File: src/rtl/async_fifo_wr_arbiter_pkg.sv
// Shared types and helpers for the async FIFO write-port arbiter.
// Optional feature macro used by the top: ASYNC_FIFO_ARB_STATS_EN.
package async_fifo_arb_pkg;

  typedef enum logic {
    IDLE  = 1'b0,
    BURST = 1'b1
  } arb_state_t;

  function automatic int id_width(input int n);
    return $clog2(n);
  endfunction

endpackage

File: src/rtl/async_fifo_wr_arbiter_if.sv
// Requester bus plus async_fifo write-side signals shared by the arbiter.
// master = producers/FIFO side, slave = arbiter.
import async_fifo_arb_pkg::*;

interface async_fifo_wr_arbiter_if #(
  parameter int NUM_REQ = 4,
  parameter int WIDTH   = 8
);
  localparam int ID_W = id_width(NUM_REQ);

  logic [NUM_REQ*WIDTH-1:0] req_data;
  logic [NUM_REQ-1:0]       req_valid;
  logic [NUM_REQ-1:0]       req_last;
  logic [NUM_REQ-1:0]       req_ready;
  logic [ID_W+WIDTH-1:0]    fifo_din;
  logic                     fifo_wput;
  logic                     fifo_full;

  modport master (
    output req_data, req_valid, req_last, fifo_full,
    input  req_ready, fifo_din, fifo_wput
  );

  modport slave (
    input  req_data, req_valid, req_last, fifo_full,
    output req_ready, fifo_din, fifo_wput
  );

endinterface

File: src/rtl/async_fifo_wr_arbiter_rr_pick.sv
// Combinational round-robin priority encoder: first valid index at or after
// ptr, wrapping modulo N. Indices >= N are never produced.
import async_fifo_arb_pkg::*;

module rr_pick #(
  parameter int N = 4,
  localparam int IW = id_width(N)
) (
  input  logic [N-1:0]  valid,
  input  logic [IW-1:0] ptr,
  output logic [IW-1:0] idx,
  output logic          any
);

  logic [IW-1:0] cand [N];
  logic [N-1:0]  hit;

  generate
    for (genvar gi = 0; gi < N; gi++) begin : g_cand
      localparam logic [IW:0] OFFSET = (IW+1)'(gi);
      localparam logic [IW:0] LIMIT  = (IW+1)'(N);
      logic [IW:0] sum;
      assign sum       = {1'b0, ptr} + OFFSET;
      assign cand[gi]  = (sum >= LIMIT) ? IW'(sum - LIMIT) : IW'(sum);
      assign hit[gi]   = valid[cand[gi]];
    end
  endgenerate

  // Scan from the farthest offset down so the nearest hit wins.
  always_comb begin
    idx = '0;
    any = 1'b0;
    for (int k = N - 1; k >= 0; k--) begin
      if (hit[k]) begin
        idx = cand[k];
        any = 1'b1;
      end
    end
  end

endmodule

File: src/rtl/async_fifo_wr_arbiter.sv
// Round-robin, burst-locked arbiter for the write port of one async_fifo.
// ASYNC_FIFO_ARB_STATS_EN adds a saturating stall_cnt output.
import async_fifo_arb_pkg::*;

module async_fifo_wr_arbiter #(
  parameter int NUM_REQ   = 4,
  parameter int WIDTH     = 8,
  parameter int BURST_MAX = 4,
  localparam int ID_W     = id_width(NUM_REQ)
) (
  input  logic                  wclk,
  input  logic                  wrst,
  async_fifo_wr_arbiter_if.slave bus,
  output logic [ID_W-1:0]       grant_id,
  output logic                  busy
`ifdef ASYNC_FIFO_ARB_STATS_EN
  ,
  output logic [15:0]           stall_cnt
`endif
);

  localparam int CNT_W = $clog2(BURST_MAX + 1);
  localparam logic [CNT_W-1:0] CNT_LAST = CNT_W'(BURST_MAX - 1);
  localparam logic [ID_W-1:0]  ID_MAX   = ID_W'(NUM_REQ - 1);

  arb_state_t       state_reg, state_next;
  logic [ID_W-1:0]  ptr_reg, ptr_next;
  logic [ID_W-1:0]  grant_reg, grant_next;
  logic [CNT_W-1:0] cnt_reg, cnt_next;

  logic [WIDTH-1:0] data_arr [NUM_REQ];
  logic [WIDTH-1:0] g_data;
  logic             g_valid;
  logic             g_last;
  logic             g_accept;
  logic             in_burst;
  logic [ID_W-1:0]  ptr_after;
  logic [ID_W-1:0]  pick_idx;
  logic             pick_any;

  generate
    for (genvar gi = 0; gi < NUM_REQ; gi++) begin : g_slice
      assign data_arr[gi] = bus.req_data[gi*WIDTH +: WIDTH];
    end
  endgenerate

  rr_pick #(.N(NUM_REQ)) u_rr_pick (
    .valid (bus.req_valid),
    .ptr   (ptr_reg),
    .idx   (pick_idx),
    .any   (pick_any)
  );

  assign g_data    = data_arr[grant_reg];
  assign g_valid   = bus.req_valid[grant_reg];
  assign g_last    = bus.req_last[grant_reg];
  assign g_accept  = g_valid & ~bus.fifo_full;
  // Reset gates the outputs so a beat presented during wrst is never written.
  assign in_burst  = (state_reg == BURST) & ~wrst;
  assign ptr_after = (grant_reg == ID_MAX) ? '0 : grant_reg + 1'b1;

  always_ff @(posedge wclk) begin
    if (wrst) begin
      state_reg <= IDLE;
      ptr_reg   <= '0;
      grant_reg <= '0;
      cnt_reg   <= '0;
    end else begin
      state_reg <= state_next;
      ptr_reg   <= ptr_next;
      grant_reg <= grant_next;
      cnt_reg   <= cnt_next;
    end
  end

  always_comb begin
    state_next = state_reg;
    ptr_next   = ptr_reg;
    grant_next = grant_reg;
    cnt_next   = cnt_reg;
    case (state_reg)
      IDLE: begin
        if (pick_any) begin
          grant_next = pick_idx;
          cnt_next   = '0;
          state_next = BURST;
        end
      end
      BURST: begin
        // Full stalls the burst in place; only valid-drop, last or the
        // beat limit hand the port on.
        if (!g_valid) begin
          state_next = IDLE;
          ptr_next   = ptr_after;
        end else if (g_accept) begin
          cnt_next = cnt_reg + 1'b1;
          if (g_last || (cnt_reg == CNT_LAST)) begin
            state_next = IDLE;
            ptr_next   = ptr_after;
          end
        end
      end
      default: begin
        state_next = IDLE;
      end
    endcase
  end

  always_comb begin
    bus.req_ready = '0;
    bus.fifo_wput = 1'b0;
    bus.fifo_din  = '0;
    if (in_burst) begin
      bus.req_ready[grant_reg] = g_accept;
      bus.fifo_wput            = g_accept;
      bus.fifo_din             = {grant_reg, g_data};
    end
  end

  assign grant_id = grant_reg;
  assign busy     = in_burst;

`ifdef ASYNC_FIFO_ARB_STATS_EN
  logic [15:0] stall_cnt_reg;

  always_ff @(posedge wclk) begin
    if (wrst) begin
      stall_cnt_reg <= '0;
    end else if (in_burst && g_valid && bus.fifo_full && (stall_cnt_reg != 16'hFFFF)) begin
      stall_cnt_reg <= stall_cnt_reg + 16'd1;
    end
  end

  assign stall_cnt = stall_cnt_reg;
`endif

endmodule

File: src/flat_wrapper.sv
// flat-port wrapper written by rule: the top's interface ports become plain ports
module async_fifo_wr_arbiter_flat 
#(
  parameter int NUM_REQ   = 4,
  parameter int WIDTH     = 8,
  parameter int BURST_MAX = 4,
  localparam int ID_W     = id_width(NUM_REQ)
)
  (wclk, wrst, grant_id, busy, bus_req_data, bus_req_valid, bus_req_last, bus_fifo_full, bus_req_ready, bus_fifo_din, bus_fifo_wput);
  async_fifo_wr_arbiter_if #(.NUM_REQ(NUM_REQ), .WIDTH(WIDTH)) bus_i ();
  input  logic wclk;
  input  logic wrst;
  output logic [ID_W-1:0] grant_id;
  output logic busy;
  input wire logic [$bits(bus_i.req_data)-1:0] bus_req_data;
  input wire logic [$bits(bus_i.req_valid)-1:0] bus_req_valid;
  input wire logic [$bits(bus_i.req_last)-1:0] bus_req_last;
  input wire logic [$bits(bus_i.fifo_full)-1:0] bus_fifo_full;
  output wire logic [$bits(bus_i.req_ready)-1:0] bus_req_ready;
  output wire logic [$bits(bus_i.fifo_din)-1:0] bus_fifo_din;
  output wire logic [$bits(bus_i.fifo_wput)-1:0] bus_fifo_wput;
  assign bus_i.req_data = bus_req_data;
  assign bus_i.req_valid = bus_req_valid;
  assign bus_i.req_last = bus_req_last;
  assign bus_i.fifo_full = bus_fifo_full;
  assign bus_req_ready = bus_i.req_ready;
  assign bus_fifo_din = bus_i.fifo_din;
  assign bus_fifo_wput = bus_i.fifo_wput;
  async_fifo_wr_arbiter #(.NUM_REQ(NUM_REQ), .WIDTH(WIDTH), .BURST_MAX(BURST_MAX)) u_core (.wclk(wclk), .wrst(wrst), .bus(bus_i), .grant_id(grant_id), .busy(busy));
endmodule
File: config.mk
export PLATFORM = sky130hd
export DESIGN_NAME = async_fifo_wr_arbiter_flat
export DESIGN_NICKNAME = d
export VERILOG_FILES = /design/src/rtl/async_fifo_wr_arbiter_pkg.sv /design/src/rtl/async_fifo_wr_arbiter_if.sv /design/src/rtl/async_fifo_wr_arbiter_rr_pick.sv /design/src/rtl/async_fifo_wr_arbiter.sv /design/src/flat_wrapper.sv
export SDC_FILE = /design/constraint.sdc
export NUM_CORES = 1
export LEC_CHECK = 0
export ABC_AREA = 0
export BUFFER_PORTS_ARGS = -buffer_cell sky130_fd_sc_hd__buf_2
export CORE_MARGIN = 2
export CORE_UTILIZATION = 25
export DETAILED_ROUTE_END_ITERATION = 10
export MAX_ROUTING_LAYER = met4
export PLACE_DENSITY = 0.62
export RECOVER_POWER = 50
export REMOVE_ABC_BUFFERS = 1
export SLEW_MARGIN = 20
export SYNTH_ARGS = -nofsm -noshare
export SYNTH_HDL_FRONTEND = slang
export SYNTH_SLANG_ARGS = --single-unit
File: constraint.sdc
create_clock -name wclk -period 2.1 [get_ports wclk]
set_clock_uncertainty 0.1 [all_clocks]
set_input_delay 0.42 -clock wclk [delete_from_list [all_inputs] [get_ports wclk]]
set_output_delay 0.42 -clock wclk [all_outputs]
set_load 0.02 [all_outputs]
-- Yosys cells after proc, flatten, opt, wreduce, memory -nomap -nowiden
Index checks and enable logic that the tools add are counted.
- register bits after elaboration: 8
- word-level logic and storage cells: 88
- output and inout port bits: 18
- add/sub/neg operators: 9
- bitwise gates (word level): 7
- magnitude comparators: 11
- equality and inequality tests: 7
- reductions and logical operators: 5
- mux-type cells: 45
- operators by type and width (operator ; number):
    $mux 2 ; 12
    $bmux 8 s2 ; 1
    $mux 1 ; 16
    $mux 8 ; 2
    $lt 2x3->1 const B ; 5
    $bmux 1 s2 ; 6
    $ge 3x3->1 const B ; 4
    $mux 10 ; 1
    $mux 3 ; 3
    $ne 2x2->1 const B ; 4
    $sub 2x1->2 const B ; 4
    $add 2x2->3 const B ; 2
    $pmux 3 s2 ; 1
    $reduce_and 3->1 ; 2
    $and 4x4->4 ; 1
    $mux 4 ; 1
    $add 2x1->3 const B ; 1
    $add 3x1->3 const B ; 1
    $eq 3x2->1 const B ; 1
    $ge 2x3->1 const B ; 1
    $not 1->1 ; 3
    $not 2->3 ; 1
    $add 2x1->2 const B ; 1
    $and 1x1->1 ; 2
    other kinds (8) ; 8

-- Longest topological paths before layout
- depth after elaboration: 11
- mapped depth: 6

-- By module
A second synthesis with hierarchy kept.
- cell total of the unflattened synthesis: 87
- area total of the unflattened synthesis: 865.8 um2
- by module, submodules not included (module ; cells an instance ; instances ; area an instance (um2)):
    async_fifo_wr_arbiter ; 74 ; 1 ; 788.3
    rr_pick ; 13 ; 1 ; 77.6

-- Worst setup path before layout
No wires, ideal clock.
- kind: register to output
- start point: reg u_core.grant_reg[0], in the netlist u_core.grant_id[0]
- end point: out bus_req_ready[0]
- arrival time: 1.670 ns
- buffers on the path: 1
- slack: -0.090 ns
- cell stages (with the launch flop): 5
- data required time: 1.580 ns
- cell sequence: dfxtp_1 buf_6 mux4_2 nor3b_2 and2_1
- longest elaborated chain between the ends: 6
- elaborated cells between the ends (all ways): 10
- classes of those cells: 2 x order compare; 5 x mux; 2 x bitwise; 1 x reduce/logical
- RTL lines (item ; RTL line ; text):
    start: declaration ; async_fifo_wr_arbiter.sv:28 ; logic [ID_W-1:0] grant_reg, grant_next;
    start signal: assignment ; async_fifo_wr_arbiter.sv:71 ; grant_reg <= grant_next;
    $lt 2x3->1 (not written as such) / $ge 2x1->1 (equally long branches) ; async_fifo_wr_arbiter.sv:114 ; bus.req_ready[grant_reg] = g_accept;
    $logic_and 1x1->1 (not written as such) ; async_fifo_wr_arbiter.sv:114 ;
    $mux 1 (not written as such) ; async_fifo_wr_arbiter.sv:114 ;
    $demux 1 s2 ; - ;
    $and 4x4->4 (no line) * ; - ;
    $mux 4 * ; async_fifo_wr_arbiter.sv:113 ; if (in_burst) begin
    end: declaration ; flat_wrapper.sv:19 ; output wire logic [$bits(bus_i.req_ready)-1:0] bus_req_ready;
Mark *: on every way between the ends. The rest lies on a longest branch, timed or not. The select of a mux whose other input is x is not followed.

-- Worst setup path after layout
- start point: reg u_core.grant_reg[0], in the netlist u_core.grant_id[0]
- end point: out bus_req_ready[1]
The elaborated chain is that of the path after synthesis.

==> summary.md <==
| Metric | Value |
|---|---|
| Status | `finished, violations left` |
| Failing checks | `setup timing` |
| Quantity of hold-fixing buffers added after cts | `0` |
| Cell with the biggest individual delay on the critical path | `mux4_2` |
| Critical Path Sink Type | `primary output` |
| Transition at the pin with the smallest max-transition slack | `0.390 ns` |
| Total Die Area | `3920 um2` |
| Number of library cell types mapped by synthesis | `30` |
| Worst-case vdd ir drop | `0.208 mV` |
| Cell Count, Final, Fillers Out | `201` |
| Die outline height | `62.6 um` |
| Most used flip-flop cell after synthesis | `dfxtp_1` |
| Footprint of the multi-input gates | `668 um2` |
| Drc violations | `0` |
| # rows | `21` |
| Count of clock tree sinks | `8` |
| Fill cells | `347` |
| Avg Inst Size Synth | `9.77 um2` |
| Top Ports | `61` |
| Commonest cells after routing, fill and taps aside | `buf_2 (55), mux4_2 (9), and2_1 (8)` |
| Initial core utilization | `0.260` |
| Areal power density over the cells | `397 nW/um2` |
| Register Area | `164 um2` |
| Pin count of the biggest net entering global routing | `13` |
| Per-cell via count in the routed design | `4.78` |
| WL final | `2580 um` |
| EDFF count, synth | `0` |
| Number of setup violations in the final report | `4` |
| Area growth from synthesis to layout | `54.9%` |
| Critical path data required time | `1.58 ns` |
| Share of final-layout standard cells stronger than drive strength 1 | `0.561` |
| Count of input and output buffers | `60` |
| Num CTS Buffers | `3` |
| Fmax | `472 MHz` |
| Worst relative slew slack | `0.737` |
| Worst-path fanout max | `5` |
| Horizontal die dimension | `62.6 um` |
| Unrepaired setup endpoints after global routing | `true` |
| Clock tree from TritonCTS | `yes` |
| Number of global-route vias before repair | `897` |
| Min-Delay Path Class | `reg -> reg` |
| Overflow left after global routing | `0` |
| Final Hold Vio Count | `0` |
| Worst hold slack after final layout | `0.381 ns` |
| Fin crit share | `1.01` |
| Cell total after placement | `195` |
| Clock latency at the later pin of the worst-skew pair | `0.25 ns` |
| Average wire per standard cell | `12.8 um` |
| Sequential fraction of the synthesis area | `0.186` |
| Final nets | `206` |
| Number of levels in the clock H-tree | `1` |
| CP Buf/Inv Count | `1` |
| Crit path max-delay family | `multiplexers` |
| Series of cell instances along the critical path | `mux4_2, nor3b_4, and2_4, buf_6` |
| Flip-flop count of the largest register, all copies and words added | `3` |
| Clock slew at the register clock pins of the worst setup and hold paths | `0.05 ns` |
| Antenna diode instance count | `0` |
| Critical path start-end classification | `reg -> out` |
| Final Critical Period | `2.12 ns` |
| CP peak stage delay | `0.53 ns` |
| Global-route wire length before repair | `4200 um` |
| Most common cell after layout, fill and taps aside | `buf_2` |
| CP arrival | `1.60 ns` |
| Antenna violations before repair | `0` |
| Clock tree buffer depth | `2` |
| Mapped Area | `860 um2` |
| 1st-pass router iterations | `4` |
| Post-DP HPWL | `2130 um` |
| Via count of the routed design | `961` |
| Slew Viols, Final | `0` |
| Cell count after synthesis | `88` |
| Number of design-rule violations left by the first detailed-router iteration | `12` |
| Crit path setup slack, layout | `-0.0174 ns` |
| Clock root buffer | `clkbuf_4` |
| Synth Register Bits | `8` |
| Core box area | `3310 um2` |
| Share of flip-flops with an asynchronous set or reset | `0` |
| Total leakage power | `0.622 nW` |
| Startpoint kind of the worst setup timing path | `register` |
| Syn. warnings | `0` |
| Routability congestion estimate from global placement | `0.748` |
| GRT Util Overall | `0.139` |
| Max-cap viol count | `0` |
| Antenna violation net count after detailed routing | `0` |
tightest hold or removal path: stages, from the launching register on:
cell and delay (ns):
dfxtp_1 0.31, nand3_1 0.06, a21oi_1 0.06
final timing paths:
check	endpoint	depth (start not counted)	from	slack [ns]
worst min register to register	u_core.cnt_reg[1]$_SDFFE_PP0P_	2	u_core.cnt_reg[1]$_SDFFE_PP0P_	0.38
worst max-delay path	bus_req_ready[1]	4	u_core.grant_id[0]$_SDFFE_PP0P_	-0.02
worst min-delay path	u_core.cnt_reg[1]$_SDFFE_PP0P_	2	u_core.cnt_reg[1]$_SDFFE_PP0P_	0.38
worst max register to register	u_core.ptr_reg[0]$_SDFFE_PP0P_	6	u_core.grant_id[0]$_SDFFE_PP0P_	0.20
final cells by class:
cell class | count | share of cell area
Clock buffer | 3 | 0.0169
Inverter | 5 | 0.0141
Multi-Input combinational cell | 70 | 0.502
Sequential cell | 8 | 0.123
Tap cell | 46 | 0.0432
Timing Repair Buffer | 69 | 0.301
power breakdown:
part	internal, mW	switching, mW	leakage [nW]
Clock	0.0653	0.0512	0.0138
Combinational	0.130	0.108	0.542
Sequential	0.162	0.0119	0.0661
routing by layer:
layer / track usage / up-vias / wire [um]
li1: - / 460 / -
met1: 0.157 / 445 / 1050
met2: 0.235 / 52 / 1270
met3: 0.0324 / 4 / 228
met4: 0.0583 / 0 / 31
met5: - / - / 0
cell families after synthesis:
group	after synthesis	synth area share
buffers and inverters	10	0.0553
AOI/OAI and AO/OA	12	0.105
and+or+nand+nor	38	0.271
adders and majority gates	6	0.0873
muxes	14	0.295
DFF	8	0.186
metrics by stage:
| step | setup TNS [ns] | util | setup WS, ns | cell area (um2) | total power [mW] |
|---|---|---|---|---|---|
| after CTS | -0.150 | 0.398 | -0.0358 | 1320 | 0.530 |
| after floorplan | -3.14 | - | -0.478 | 831 | 0.305 |
| final | -0.0515 | 0.402 | -0.0174 | 1330 | 0.528 |
| after global placement | 0 | 0.376 | 0.0584 | 1250 | 0.398 |
| after detailed placement | 0 | 0.376 | 0.0318 | 1250 | 0.406 |
| after global routing | -0.519 | 0.402 | -0.0602 | 1330 | 0.564 |
repair_timing:
action | 4_1_cts | 5_1_grt
buffers inserted | 2 | 1
setup endpoints to repair | 13 | 12
pin swaps | 4 | 0
gates resized for setup | 11 | 4
Yosys cell counts (2+ instances only):
master	number	share of area
nand2_1	3	0.013
dfxtp_1	8	0.19
nand2b_1	3	0.022
ha_1	6	0.087
o31ai_1	2	0.017
and2_1	12	0.087
inv_1	5	0.022
nor3_1	2	0.012
nor2b_1	2	0.015
mux4_2	9	0.24
nand4b_1	3	0.031
mux2i_1	4	0.047
nor2_1	6	0.026
a21oi_1	6	0.035
buf_2	2	0.012
Note: power is estimated with default switching activity, not from simulation.
